### src/rtl/load_store_unit.sv
`default_nettype none
// ============================================================================
// Module   : load_store_unit
// Purpose  : Sequencer between the CPU memory stage and a word-organised data
//            memory. Handles byte/halfword/word loads (sign/zero extended) and
//            stores; sub-word stores are done as read-modify-write because the
//            memory only writes whole 32-bit words.
// Revision : 1.0 - initial release
//
// Optional feature macro: LSU_MISALIGN_TRAP_EN
//   defined   : misaligned half/word requests complete with resp_err = 1 and
//               no memory access.
//   undefined : no alignment check, resp_err stays 0, halfword lane is picked
//               by addr[1] only, word accesses ignore addr[1:0].
//
// Ports:
//   clk, rst_n            clock, synchronous active-low reset
//   req_valid/req_ready   request handshake (ready only in IDLE)
//   req_we, req_size      1 = store; 00 byte, 01 half, 10/11 word
//   req_unsigned          loads: 1 = zero-extend, 0 = sign-extend
//   req_addr, req_wdata   byte address, right-justified store data
//   resp_valid            one-cycle completion pulse
//   resp_rdata, resp_err  extended load data / misalignment flag (held)
//   mem_read, mem_write   memory strobes decoded from state
//   mem_address           word-aligned address
//   mem_write_data        full word to write
//   mem_read_data         combinational read data from memory
// ============================================================================
module load_store_unit #(
  parameter int ADDR_W = 32,
  parameter int DATA_W = 32
) (
  input  logic              clk,
  input  logic              rst_n,
  input  logic              req_valid,
  output logic              req_ready,
  input  logic              req_we,
  input  logic [1:0]        req_size,
  input  logic              req_unsigned,
  input  logic [ADDR_W-1:0] req_addr,
  input  logic [DATA_W-1:0] req_wdata,
  output logic              resp_valid,
  output logic [DATA_W-1:0] resp_rdata,
  output logic              resp_err,
  output logic              mem_read,
  output logic              mem_write,
  output logic [ADDR_W-1:0] mem_address,
  output logic [DATA_W-1:0] mem_write_data,
  input  logic [DATA_W-1:0] mem_read_data
);

  typedef enum logic [1:0] {
    IDLE  = 2'd0,
    READ  = 2'd1,
    WRITE = 2'd2,
    RESP  = 2'd3
  } state_t;

  state_t            state;
  state_t            state_nxt;
  logic              we_q;
  logic [1:0]        size_q;
  logic              uns_q;
  logic [ADDR_W-1:0] addr_q;
  logic [DATA_W-1:0] wdata_q;
  logic [DATA_W-1:0] merge_q;

  logic              misaligned;
  logic [DATA_W-1:0] shifted;
  logic [DATA_W-1:0] load_data;
  logic [DATA_W-1:0] merged;

`ifdef LSU_MISALIGN_TRAP_EN
  // Reserved size 11 is a word access, hence req_size[1] covers both.
  assign misaligned = ((req_size == 2'b01) && req_addr[0]) ||
                      (req_size[1] && (req_addr[1:0] != 2'b00));
`else
  assign misaligned = 1'b0;
`endif

  // Lane extraction for loads: shift the addressed lane down to bit 0.
  always_comb begin
    shifted   = mem_read_data;
    load_data = mem_read_data;
    case (size_q)
      2'b00: begin
        shifted   = mem_read_data >> {addr_q[1:0], 3'b000};
        load_data = {{24{~uns_q & shifted[7]}}, shifted[7:0]};
      end
      2'b01: begin
        shifted   = mem_read_data >> {addr_q[1], 4'b0000};
        load_data = {{16{~uns_q & shifted[15]}}, shifted[15:0]};
      end
      default: begin
        shifted   = mem_read_data;
        load_data = mem_read_data;
      end
    endcase
  end

  // Old word with the target lane replaced by the store data.
  always_comb begin
    merged = mem_read_data;
    if (size_q == 2'b00) begin
      merged[{addr_q[1:0], 3'b000} +: 8] = wdata_q[7:0];
    end else if (size_q == 2'b01) begin
      merged[{addr_q[1], 4'b0000} +: 16] = wdata_q[15:0];
    end
  end

  always_comb begin
    state_nxt = state;
    case (state)
      IDLE: begin
        if (req_valid) begin
          if (misaligned)        state_nxt = RESP;
          else if (!req_we)      state_nxt = READ;
          else if (req_size[1])  state_nxt = WRITE;
          else                   state_nxt = READ;
        end
      end
      READ:    state_nxt = we_q ? WRITE : RESP;
      WRITE:   state_nxt = RESP;
      default: state_nxt = IDLE;
    endcase
  end

  always_ff @(posedge clk) begin
    if (!rst_n) begin
      state      <= IDLE;
      we_q       <= 1'b0;
      size_q     <= 2'b00;
      uns_q      <= 1'b0;
      addr_q     <= '0;
      wdata_q    <= '0;
      merge_q    <= '0;
      resp_rdata <= '0;
      resp_err   <= 1'b0;
    end else begin
      state <= state_nxt;
      // Response registers only change on the way into RESP so they hold
      // their last value between responses.
      case (state)
        IDLE: begin
          if (req_valid) begin
            we_q    <= req_we;
            size_q  <= req_size;
            uns_q   <= req_unsigned;
            addr_q  <= req_addr;
            wdata_q <= req_wdata;
            if (misaligned) begin
              resp_rdata <= '0;
              resp_err   <= 1'b1;
            end
          end
        end
        READ: begin
          if (we_q) begin
            merge_q <= merged;
          end else begin
            resp_rdata <= load_data;
            resp_err   <= 1'b0;
          end
        end
        WRITE: begin
          resp_rdata <= '0;
          resp_err   <= 1'b0;
        end
        default: ;
      endcase
    end
  end

  assign req_ready      = (state == IDLE);
  assign mem_read       = (state == READ);
  assign mem_write      = (state == WRITE);
  assign resp_valid     = (state == RESP);
  assign mem_address    = {addr_q[ADDR_W-1:2], 2'b00};
  assign mem_write_data = size_q[1] ? wdata_q : merge_q;

endmodule
`default_nettype wire
### config.mk
export PLATFORM = sky130hd
export DESIGN_NAME = load_store_unit
export DESIGN_NICKNAME = d
export VERILOG_FILES = /design/src/rtl/load_store_unit.sv
export SDC_FILE = /design/constraint.sdc
export NUM_CORES = 1
export LEC_CHECK = 0
export ABC_AREA = 1
export ABC_CLOCK_PERIOD_IN_PS = 5790
export CAP_MARGIN = 15
export CELL_PAD_IN_SITES_DETAIL_PLACEMENT = 1
export CELL_PAD_IN_SITES_GLOBAL_PLACEMENT = 2
export CORE_ASPECT_RATIO = 2
export CORE_MARGIN = 3
export CORE_UTILIZATION = 27
export DETAILED_ROUTE_END_ITERATION = 8
export PLACE_DENSITY = 0.84
export SLEW_MARGIN = 20
export SYNTH_ARGS = -nofsm -noshare
export SYNTH_HDL_FRONTEND = slang
export SYNTH_SLANG_ARGS = --single-unit
### constraint.sdc
create_clock -name clk -period 5.79 [get_ports clk]
set_clock_uncertainty 0.2 [all_clocks]
set_input_delay 0.579 -clock clk [delete_from_list [all_inputs] [get_ports clk]]
set_output_delay 0.579 -clock clk [all_outputs]
set_load 0.02 [all_outputs]
==> metrics.md, run 1 <==
| Metric | Value |
|---|---|
| Status | complete, no violations |
| Largest family of logic cells by synthesized area | compound AO/OA/AOI/OAI gates |
| Minimum hold slack | 0.266 ns |
| Root Buffer | clkbuf_16 |
| Nets | 1,274 |
| Mapped cell area | 7010 um^2 |
| CTS H-tree lvls | 4 |
| Avg Cell Area, Syn | 6.79 um^2 |
| Number of flops mapped to enable cells by yosys | 0 |
| Placed Instances | 1,479 |
| # resized after CTS | 0 |
| Synth Instances | 1,033 |
| WP data required | 5.01 ns |
| Detail Route Antenna Nets | 0 |
| Wire length on met1 | 10.4 mm |
| Synth cell types | 30 |
| FF+latch count, synth | 134 |
| First-pass GRT wire length | 42.8 mm |
| CP max stage cell | clkdlybuf4s50_1 |
| Post-DP Area | 8960 um^2 |
| Critical path peak fanout | 39 |
| Post-synthesis sequential area ratio | 38.2% |
| Synth warnings | 0 |
| Layout cells sized above 1 | 6.81% |
| Via count | 7,276 |
| Max-slew headroom | 41.3% |
| Finished Cell Area | 9570 um^2 |
| Detailed-route DRC error count | 0 |
| Synth Area in Compound Gates | 25.8% |
| P_leak | 3.73 nW |
| GRT Residual Overflow | 0 |
| Initial Util | 27.7% |
| CTS sink cnt | 134 |
| Clk_lat worst skew | 0.44 ns |
| Top layer in use | met4 |
| Main flop type after synthesis | dfxtp_1 |
| # IOs | 204 |
| Vias per cell | 4.82 |
| Endpoints failing setup | 0 |
| Bufs and invs on worst path | 4 |
| Adder-Cell Fraction of Synth Area | 1.61% |
| Asr flop ratio synth | 0% |
| Arr. time, crit path | 2.66 ns |
| Die W | 120 um |
| Rows | 82 |
| Full die area | 28,100 um^2 |
| # fillers | 3,187 |
| Initial antenna violation count | 0 |
| HPWL Detailed | 20.9 mm |
| Largest net degree at the start of global routing | 60 |
| Post-Synth XOR/XNOR Area | 0% |
| Met3 wire length | 1.42 mm |
| Area growth syn-to-layout | 36.4% |
| Mux share of post-synthesis cell area | 0% |
| Crit path cell chain | buf_4 -> inv_2 -> buf_4 -> o21ai_0 -> clkdlybuf4s50_1 |
| CTS buffer count | 17 |
| GRT Overall Usage | 19.8% |
| Starting DRT DRC Count | 246 |
| Hold Crit Class | reg2reg |
| Setup_tns | 0 ns |
| Synth Area in Simple Gates | 22.8% |
| Slowest stage delay, CP | 0.63 ns |
| WL final | 27.6 mm |
| Placer Congestion | 0.899 |
| Period utilisation layout | 59.3% |
| Die Ht | 234 um |
| Clock transition at path regs | 0.05 ns |
| Number of global-route vias before repair | 7,599 |
| PortBufs | 200 |
| CTS tree | yes |
| Ant diodes | 0 |
| Hold_buf cts | 0 |
| CP endpoint kind | output pin |
| Core Area | 25,300 um^2 |
| Fin cells | 1,511 |
| Maximum VDD drop | 0.175 mV |
| Startpoint Class | flip-flop |
| Clock Tree Buf Depth | 2 |
| Max_cap viols | 0 |
| Routed length on met2 | 14.7 mm |
| Final Max Slew Viols | 0 |
| Crit path max-delay family | buffers and inverters |
| Post-CTS setup buffer count | 0 |
| Routed WL per cell | 18.2 um |
| Critical path type | reg2out |
| Worst-margin pin slew | 0.875 ns |
| Final core utilization | 37.8% |
| Most frequent cell on the critical path | buf_4 |
| Fmax | 291 MHz |
| RSZ-0062 raised after global routing | no |
| Final Hold Fails | 0 |
| Power Dens Cells | 470 nW/um^2 |
| Final worst path period need | 3.44 ns |
| DRT Pass-1 Iters | 4 |
[stage by stage]
step	worst slack (ns)	total power, mW
finish	2.35	4.50
global route	2.14	4.83
CTS	2.27	4.58
detailed placement	2.75	3.41
global placement	2.83	3.38
floorplan	3.66	2.66
[routing by layer]
layer	vias to the layer above	track usage [%]
li1	3640	-
met1	3401	20.4
met2	191	36.8
met3	44	5.19
met4	0	9.61
met5	-	0
[report_power, final]
part           total (mW)  internal, mW  switching, mW
clock network        1.14         0.720          0.416
registers            1.32          1.17          0.145
logic                2.04         0.756           1.29
total                4.50          2.65           1.85
[cell usage after synthesis (2+ instances only)]
| cell type | n | area (um^2) |
|---|---|---|
| nand3_1 | 26 | 130 |
| ha_1 | 9 | 113 |
| nand2_2 | 13 | 81.3 |
| nand2_4 | 2 | 22.5 |
| nor2_4 | 2 | 22.5 |
| nand3_4 | 2 | 35.0 |
| a31oi_1 | 7 | 43.8 |
| o21ai_0 | 163 | 816 |
| inv_2 | 6 | 22.5 |
| buf_2 | 15 | 75.1 |
| clkbuf_1 | 44 | 165 |
| o21ai_1 | 2 | 10.0 |
| a21oi_1 | 113 | 566 |
| buf_1 | 4 | 15.0 |
| o22ai_1 | 25 | 156 |
| o2111ai_1 | 7 | 61.3 |
| inv_1 | 60 | 225 |
| nor2_2 | 2 | 12.5 |
| o211ai_1 | 9 | 67.6 |
| a21oi_2 | 10 | 87.6 |
| nor2_1 | 120 | 450 |
| dfxtp_1 | 134 | 2680 |
| clkinv_1 | 2 | 7.51 |
| buf_4 | 37 | 278 |
| nand2_1 | 214 | 803 |
[worst min-delay path: cells and delay by family (launching register included)]
kind            cells  cell delay [ns]
flops               1             0.30
simple gates        1             0.06
compound gates      1             0.06
[state kept, by name, indices dropped and copies added, names as in the netlist]
signal and flops:
resp_rdata 32, addr_q 32, size_q 2, we_q 1, merge_q 32, state 2, wdata_q 32, uns_q 1
[worst paths after layout]
kind                               start                           to  slack (ns)  depth (start not counted)
min reg2reg  resp_rdata[31]$_SDFFE_PN0P_  resp_rdata[31]$_SDFFE_PN0P_        0.27                          2
min          resp_rdata[31]$_SDFFE_PN0P_  resp_rdata[31]$_SDFFE_PN0P_        0.27                          2
max               size_q[1]$_SDFFE_PN0P_            mem_write_data[0]        2.35                          5
max reg2reg       size_q[1]$_SDFFE_PN0P_   resp_rdata[9]$_SDFFE_PN0P_        2.77                         11
[cell families (layout without fill, tap and decap cells)]
kind of cell	after synthesis	after routing
buffers and inverters	169	309
other	1	3
adders and majority gates	9	9
AOI/OAI and AO/OA	336	336
DFF	134	134
and+or+nand+nor	384	384
[cell usage in the layout, fill, tap and decap left out, types with 2 or more instances in the layout]
| cell type | netlist | final |
|---|---|---|
| clkdlybuf4s50_1 | 0 | 199 |
| inv_2 | 6 | 6 |
| nor2_1 | 120 | 120 |
| o22ai_1 | 25 | 25 |
| conb_1 | 1 | 3 |
| nand3_1 | 26 | 26 |
| a21oi_1 | 113 | 113 |
| clkinvlp_4 | 0 | 2 |
| clkbuf_8 | 0 | 4 |
| nand3_4 | 2 | 2 |
| o21ai_1 | 2 | 2 |
| a21oi_2 | 10 | 10 |
| nor2_4 | 2 | 2 |
| o211ai_1 | 9 | 9 |
| clkinv_2 | 0 | 3 |
| nor2_2 | 2 | 2 |
| buf_4 | 37 | 9 |
| clkbuf_1 | 44 | 3 |
| nand2_4 | 2 | 2 |
| nand2_1 | 214 | 213 |
| inv_1 | 60 | 59 |
| a31oi_1 | 7 | 7 |
| o21ai_0 | 163 | 163 |
| clkinv_1 | 2 | 3 |
| dfxtp_1 | 134 | 134 |
| nand2_2 | 13 | 14 |
| bufinv_16 | 0 | 3 |
| clkbuf_16 | 0 | 17 |
| ha_1 | 9 | 9 |
| o2111ai_1 | 7 | 7 |
[cell type report]
type | count | area [um^2] | share of cell area (%)
Clock buffer | 24 | 492 | 5.14
Clock inverter | 8 | 120 | 1.26
Inverter | 68 | 255 | 2.67
Multi-Input combinational cell | 732 | 3530 | 36.9
Sequential cell | 134 | 2680 | 28.0
Tap cell | 336 | 420 | 4.39
Timing Repair Buffer | 209 | 2060 | 21.6
(Power assumes the default switching activity.)
==> run 2, diff against run 1 <==
- ABC_CLOCK_PERIOD_IN_PS: 5790 -> 3100
- CORE_UTILIZATION: 27 -> 23
- PLACE_DENSITY: 0.84 -> 0.76
- clock period: 5.79 -> 3.1 ns (I/O delays scaled with it)
==> metrics.md, run 2 (synthesis results as in run 1) <==
| Metric | Value |
|---|---|
| Status | complete, no violations (unchanged) |
| Worst-margin pin slew | 0.815 ns (was 0.875 ns) |
| # resized after CTS | 0 (unchanged) |
| PortBufs | 200 (unchanged) |
| Initial antenna violation count | 0 (unchanged) |
| CP max stage cell | clkdlybuf4s50_1 (unchanged) |
| CTS H-tree lvls | 4 (unchanged) |
| Most frequent cell on the critical path | nand2_1 (was buf_4) |
| P_leak | 3.80 nW (was 3.73 nW) |
| Final worst path period need | 2.61 ns |
| Worst Setup SP | size_q[1]$_SDFFE_PN0P_ (unchanged) |
| WL final | 29.6 mm (was 27.6 mm) |
| Slowest stage delay, CP | 0.63 ns (about the same) |
| Nets | 1,287 (was 1,274) |
| GRT Overall Usage | 18.3% (was 19.8%) |
| HPWL Detailed | 22.8 mm (was 20.9 mm) |
| Post-DP Area | 9100 um^2 (was 8960 um^2) |
| Hold_buf cts | 0 (unchanged) |
| Initial Util | 23.6% (was 27.7%) |
| WP data required | 2.59 ns (was 5.01 ns) |
| Vias per cell | 4.72 (was 4.82) |
| Critical path peak fanout | 33 (was 39) |
| R2R depth | 7 (was 11) |
| Setup_tns | 0 ns (unchanged) |
| Min-delay src | rst_n (was resp_rdata[31]$_SDFFE_PN0P_) |
| Clk_lat worst skew | 0.44 ns (about the same) |
| Placer Congestion | 0.902 (was 0.899) |
| Final Hold Fails | 0 (unchanged) |
| Post-CTS setup buffer count | 0 (unchanged) |
| First-pass GRT wire length | 45.0 mm (was 42.8 mm) |
| Die W | 129 um (was 120 um) |
| Clock transition at path regs | 0.06 ns (was 0.05 ns) |
| Largest net degree at the start of global routing | 53 (was 60) |
| Detailed-route DRC error count | 0 (unchanged) |
| Die Ht | 253 um (was 234 um) |
| Max-slew headroom | 45.5% (was 41.3%) |
| Via count | 7,323 (was 7,276) |
| Hold depth | 3 (was 2) |
| Most frequent cells in the layout | nand2_1, clkdlybuf4s50_1, o21ai_0 (unchanged) |
| Maximum VDD drop | 0.437 mV (was 0.175 mV) |
| Ant diodes | 0 (unchanged) |
| Critical path type | reg2out (unchanged) |
| Area growth syn-to-layout | 37.7% (was 36.4%) |
| DRT Pass-1 Iters | 4 (unchanged) |
| # IOs | 204 (unchanged) |
| CTS buffer count | 17 (unchanged) |
| Hold Crit Class | in2reg (was reg2reg) |
| Fin cells | 1,552 (was 1,511) |
| Starting DRT DRC Count | 203 (was 246) |
| Number of global-route vias before repair | 7,754 (was 7,599) |
| Max_cap viols | 0 (unchanged) |
| Fmax | 383 MHz |
| Full die area | 32,800 um^2 (was 28,100 um^2) |
| Root Buffer | clkbuf_16 (unchanged) |
| Period utilisation layout | 84.2% |
| CTS sink cnt | 134 (unchanged) |
| Crit path cell chain | inv_2 -> buf_12 -> nand2_1 -> nand2_1 -> clkdlybuf4s50_1 (was buf_4 -> inv_2 -> buf_4 -> o21ai_0 -> clkdlybuf4s50_1) |
| CP endpoint kind | output pin (unchanged) |
| Routed WL per cell | 19.1 um (was 18.2 um) |
| Placed Instances | 1,520 (was 1,479) |
| Core Area | 29,700 um^2 (was 25,300 um^2) |
| Startpoint Class | flip-flop (unchanged) |
| Final core utilization | 32.5% (was 37.8%) |
| Worst reg2reg path startpoint | addr_q[1]$_SDFFE_PN0P_ (was size_q[1]$_SDFFE_PN0P_) |
| GRT Residual Overflow | 0 (unchanged) |
| Endpoints failing setup | 0 (unchanged) |
| Stages on worst setup path | 5 (unchanged) |
| Final Max Slew Viols | 0 (unchanged) |
| Power Dens Cells | 865 nW/um^2 (was 470 nW/um^2) |
| Design Power | 8.36 mW (was 4.50 mW) |
| Rows | 89 (was 82) |
| Arr. time, crit path | 2.10 ns (was 2.66 ns) |
| Crit path max-delay family | buffers and inverters (unchanged) |
| RSZ-0062 raised after global routing | no (unchanged) |
| Detail Route Antenna Nets | 0 (unchanged) |
| Commonest non-fill, non-tap cell in the layout | nand2_1 (unchanged) |
| CTS tree | yes (unchanged) |
| Layout cells sized above 1 | 8.42% (was 6.81%) |
| Finished Cell Area | 9660 um^2 (was 9570 um^2) |
| Bufs and invs on worst path | 3 (was 4) |
| Clock Tree Buf Depth | 2 (unchanged) |
[run 2: final timing paths]
path	endpoint	slack (ns)
max	mem_write_data[29]	0.49
min	wdata_q[8]$_SDFFE_PN0P_	0.07
max reg2reg	merge_q[27]$_SDFFE_PN0P_	0.66
min reg2reg	resp_rdata[30]$_SDFFE_PN0P_	0.26
[run 2: report_power, final]
group | internal (mW) | switching, mW
Sequential | 2.19 | 0.253
Clock | 1.18 | 0.791
Combinational | 1.47 | 2.48
[run 2: metrics by stage]
| step | worst slack, ns | hold WS [ns] |
|---|---|---|
| finish | 0.489 | 0.0698 |
| global route | 0.365 | 0.0718 |
| CTS | 0.397 | 0.0388 |
| detailed placement | 0.676 | 0.260 |
| global placement | 0.723 | 0.255 |
| floorplan | 1.18 | 0.245 |
[run 2: worst reg2reg max path: stages (launching register included)]
cell,delay [ns]
dfxtp_1,0.31
inv_1,0.19
ha_1,0.39
inv_1,0.24
nand3_1,0.38
o22ai_1,0.15
o21ai_0,0.34
a21oi_1,0.12
[run 2: layout make-up]
cell class	count	area (um^2)
Clock buffer	23	488
Sequential cell	134	2680
Fill cell	3658	20100
Tap cell	364	455
Clock inverter	9	75.1
Multi-Input combinational cell	732	3530
Inverter	68	255
Timing Repair Buffer	222	2170
[run 2: routing by layer]
layer	wire (um)	vias up	GRT usage, %
met5	0	-	0
met4	1160	0	8.41
met3	1510	52	4.54
met2	16300	184	34.8
met1	10700	3412	18.2
li1	-	3675	-
==> run 3, diff against run 2 <==
- ABC_CLOCK_PERIOD_IN_PS: 3100 -> 2250
- clock period: 3.1 -> 2.25 ns (I/O delays scaled with it)
==> metrics.md, run 3 (synthesis results as in run 1) <==
| Metric | Value |
|---|---|
| Status | complete, no violations (unchanged) |
| P_leak | 4.08 nW (was 3.80 nW) |
| GRT Overall Usage | 18.1% (was 18.3%) |
| Arr. time, crit path | 1.73 ns (was 2.10 ns) |
| Root Buffer | clkbuf_16 (unchanged) |
| Startpoint Class | flip-flop (unchanged) |
| Minimum hold slack | 0.104 ns (was 0.0698 ns) |
| Net Sw Power | 4.95 mW (was 3.52 mW) |
| Clock Tree Buf Depth | 2 (unchanged) |
| Area growth syn-to-layout | 42.0% (was 37.7%) |
| Full die area | 32,800 um^2 (unchanged) |
| WP data required | 1.82 ns (was 2.59 ns) |
| PortBufs | 200 (unchanged) |
| # IOs | 204 (unchanged) |
| Pre-CTS setup slack | 0.0980 ns (was 0.676 ns) |
| Crit path cell chain | inv_1 -> ha_1 -> clkdlybuf4s50_1 (was inv_2 -> buf_12 -> nand2_1 -> nand2_1 -> clkdlybuf4s50_1) |
| Detail Route Antenna Nets | 0 (unchanged) |
| Ant diodes | 0 (unchanged) |
| Clock transition at path regs | 0.06 ns (about the same) |
| Rows | 89 (unchanged) |
| CP max stage cell | clkdlybuf4s50_1 (unchanged) |
| GRT Residual Overflow | 0 (unchanged) |
| Final Hold Fails | 0 (unchanged) |
| Final core utilization | 33.5% (was 32.5%) |
| Switching fraction of total power | 41.6% (was 42.1%) |
| Critical path type | reg2out (unchanged) |
| Die Ht | 253 um (unchanged) |
| Combinational share of power | 47.9% (was 47.3%) |
| Largest net degree at the start of global routing | 53 (unchanged) |
| Placer Congestion | 0.896 (was 0.902) |
| Final Max Slew Viols | 0 (unchanged) |
| Period utilisation layout | 95.8% |
| Routed WL per cell | 18.6 um (was 19.1 um) |
| CTS sink cnt | 134 (unchanged) |
| Die W | 129 um (unchanged) |
| RSZ-0062 raised after global routing | no (unchanged) |
| Max_cap viols | 0 (unchanged) |
| Maximum VDD drop | 0.532 mV (was 0.437 mV) |
| Commonest non-fill, non-tap cell in the layout | nand2_1 (unchanged) |
| CTS tree | yes (unchanged) |
| Endpoints failing setup | 0 (unchanged) |
| CTS H-tree lvls | 4 (unchanged) |
| Vias per cell | 4.74 (was 4.72) |
| Nets | 1,321 (was 1,287) |
| Layout cells sized above 1 | 11.6% (was 8.42%) |
| Hold Crit Class | in2reg (unchanged) |
| CTS buffer count | 17 (unchanged) |
| Post-CTS setup buffer count | 0 (unchanged) |
| Setup ws final | 0.0947 ns (was 0.489 ns) |
| Clock Power Share | 23.8% (was 23.5%) |
| Most frequent cells in the layout | nand2_1, clkdlybuf4s50_1, o21ai_0 (unchanged) |
| Fmax | 464 MHz |
| Number of global-route vias before repair | 7,963 (was 7,754) |
| HPWL Detailed | 23.3 mm (was 22.8 mm) |
| Post-DP Area | 9380 um^2 (was 9100 um^2) |
| Hold_buf cts | 0 (unchanged) |
| Slowest stage delay, CP | 0.63 ns (about the same) |
| Core Area | 29,700 um^2 (unchanged) |
| Critical path peak fanout | 4 (was 33) |
| WL final | 29.4 mm (was 29.6 mm) |
| Via count | 7,514 (was 7,323) |
| Final worst path period need | 2.16 ns |
| CP endpoint kind | output pin (unchanged) |
| Clk_lat worst skew | 0.45 ns (was 0.44 ns) |
| Starting DRT DRC Count | 309 (was 203) |
| First-pass GRT wire length | 45.2 mm (was 45.0 mm) |
| Setup_tns | 0 ns (unchanged) |
| Detailed-route DRC error count | 0 (unchanged) |
| Power Dens Cells | 1190 nW/um^2 (was 865 nW/um^2) |
| Flop pwr share | 28.3% (was 29.2%) |
| Fin cells | 1,585 (was 1,552) |
| Internal | 6.94 mW (was 4.84 mW) |
| Initial Util | 23.6% (unchanged) |
| Finished Cell Area | 9960 um^2 (was 9660 um^2) |
| Design Power | 11.9 mW (was 8.36 mW) |
| DRT Pass-1 Iters | 4 (unchanged) |
| Placed Instances | 1,554 (was 1,520) |
| Initial antenna violation count | 0 (unchanged) |
-- run 3: repair_timing --
item | in CTS | in global routing
setup endpoints to repair | 24 | 17
gates resized for setup | 25 | 6
pin swaps | 0 | 0
-- run 3: power groups by stage --
stage / combinational (mW) / clock [mW] / sequential, mW
after floorplan: 3.22 / 0 / 3.63
after global placement: 5.74 / 0 / 3.40
after detailed placement: 5.80 / 0 / 3.42
after CTS: 5.76 / 2.92 / 3.38
after global routing: 6.26 / 3.01 / 3.46
final: 5.69 / 2.82 / 3.37
-- run 3: layout make-up --
cell class,instances,area (um^2)
clock buffers,22,484
clock inverters,9,100
fillers,3605,19800
inverters,68,268
multi-input cells,732,3540
flip-flops and latches,134,2680
well taps,364,455
repair buffers,256,2430
-- run 3: final timing paths --
path	startpoint	end	slack (ns)	cells after the start
setup / recovery	state[1]$_SDFFE_PN0P_	mem_read	0.09	3
hold / removal	rst_n	merge_q[21]$_SDFFE_PN0P_	0.10	3
setup reg to reg	state[1]$_SDFFE_PN0P_	resp_rdata[16]$_SDFFE_PN0P_	0.15	10
hold reg to reg	resp_rdata[11]$_SDFFE_PN0P_	resp_rdata[11]$_SDFFE_PN0P_	0.26	2
-- run 3: per-layer routing --
metal,share of wire [%],GRT usage (%),vias up
met5,0,0,-
met4,4.1,8.35,0
met3,5.2,4.20,48
met2,55,34.8,198
met1,35,17.8,3532
li1,-,-,3736
-- run 3: worst max-delay path: cells and delay by family (launching register included) --
kind,cells,cell delay [ns]
adders and majority gates,1,0.22
DFF,1,0.35
buffers and inverters,2,0.73
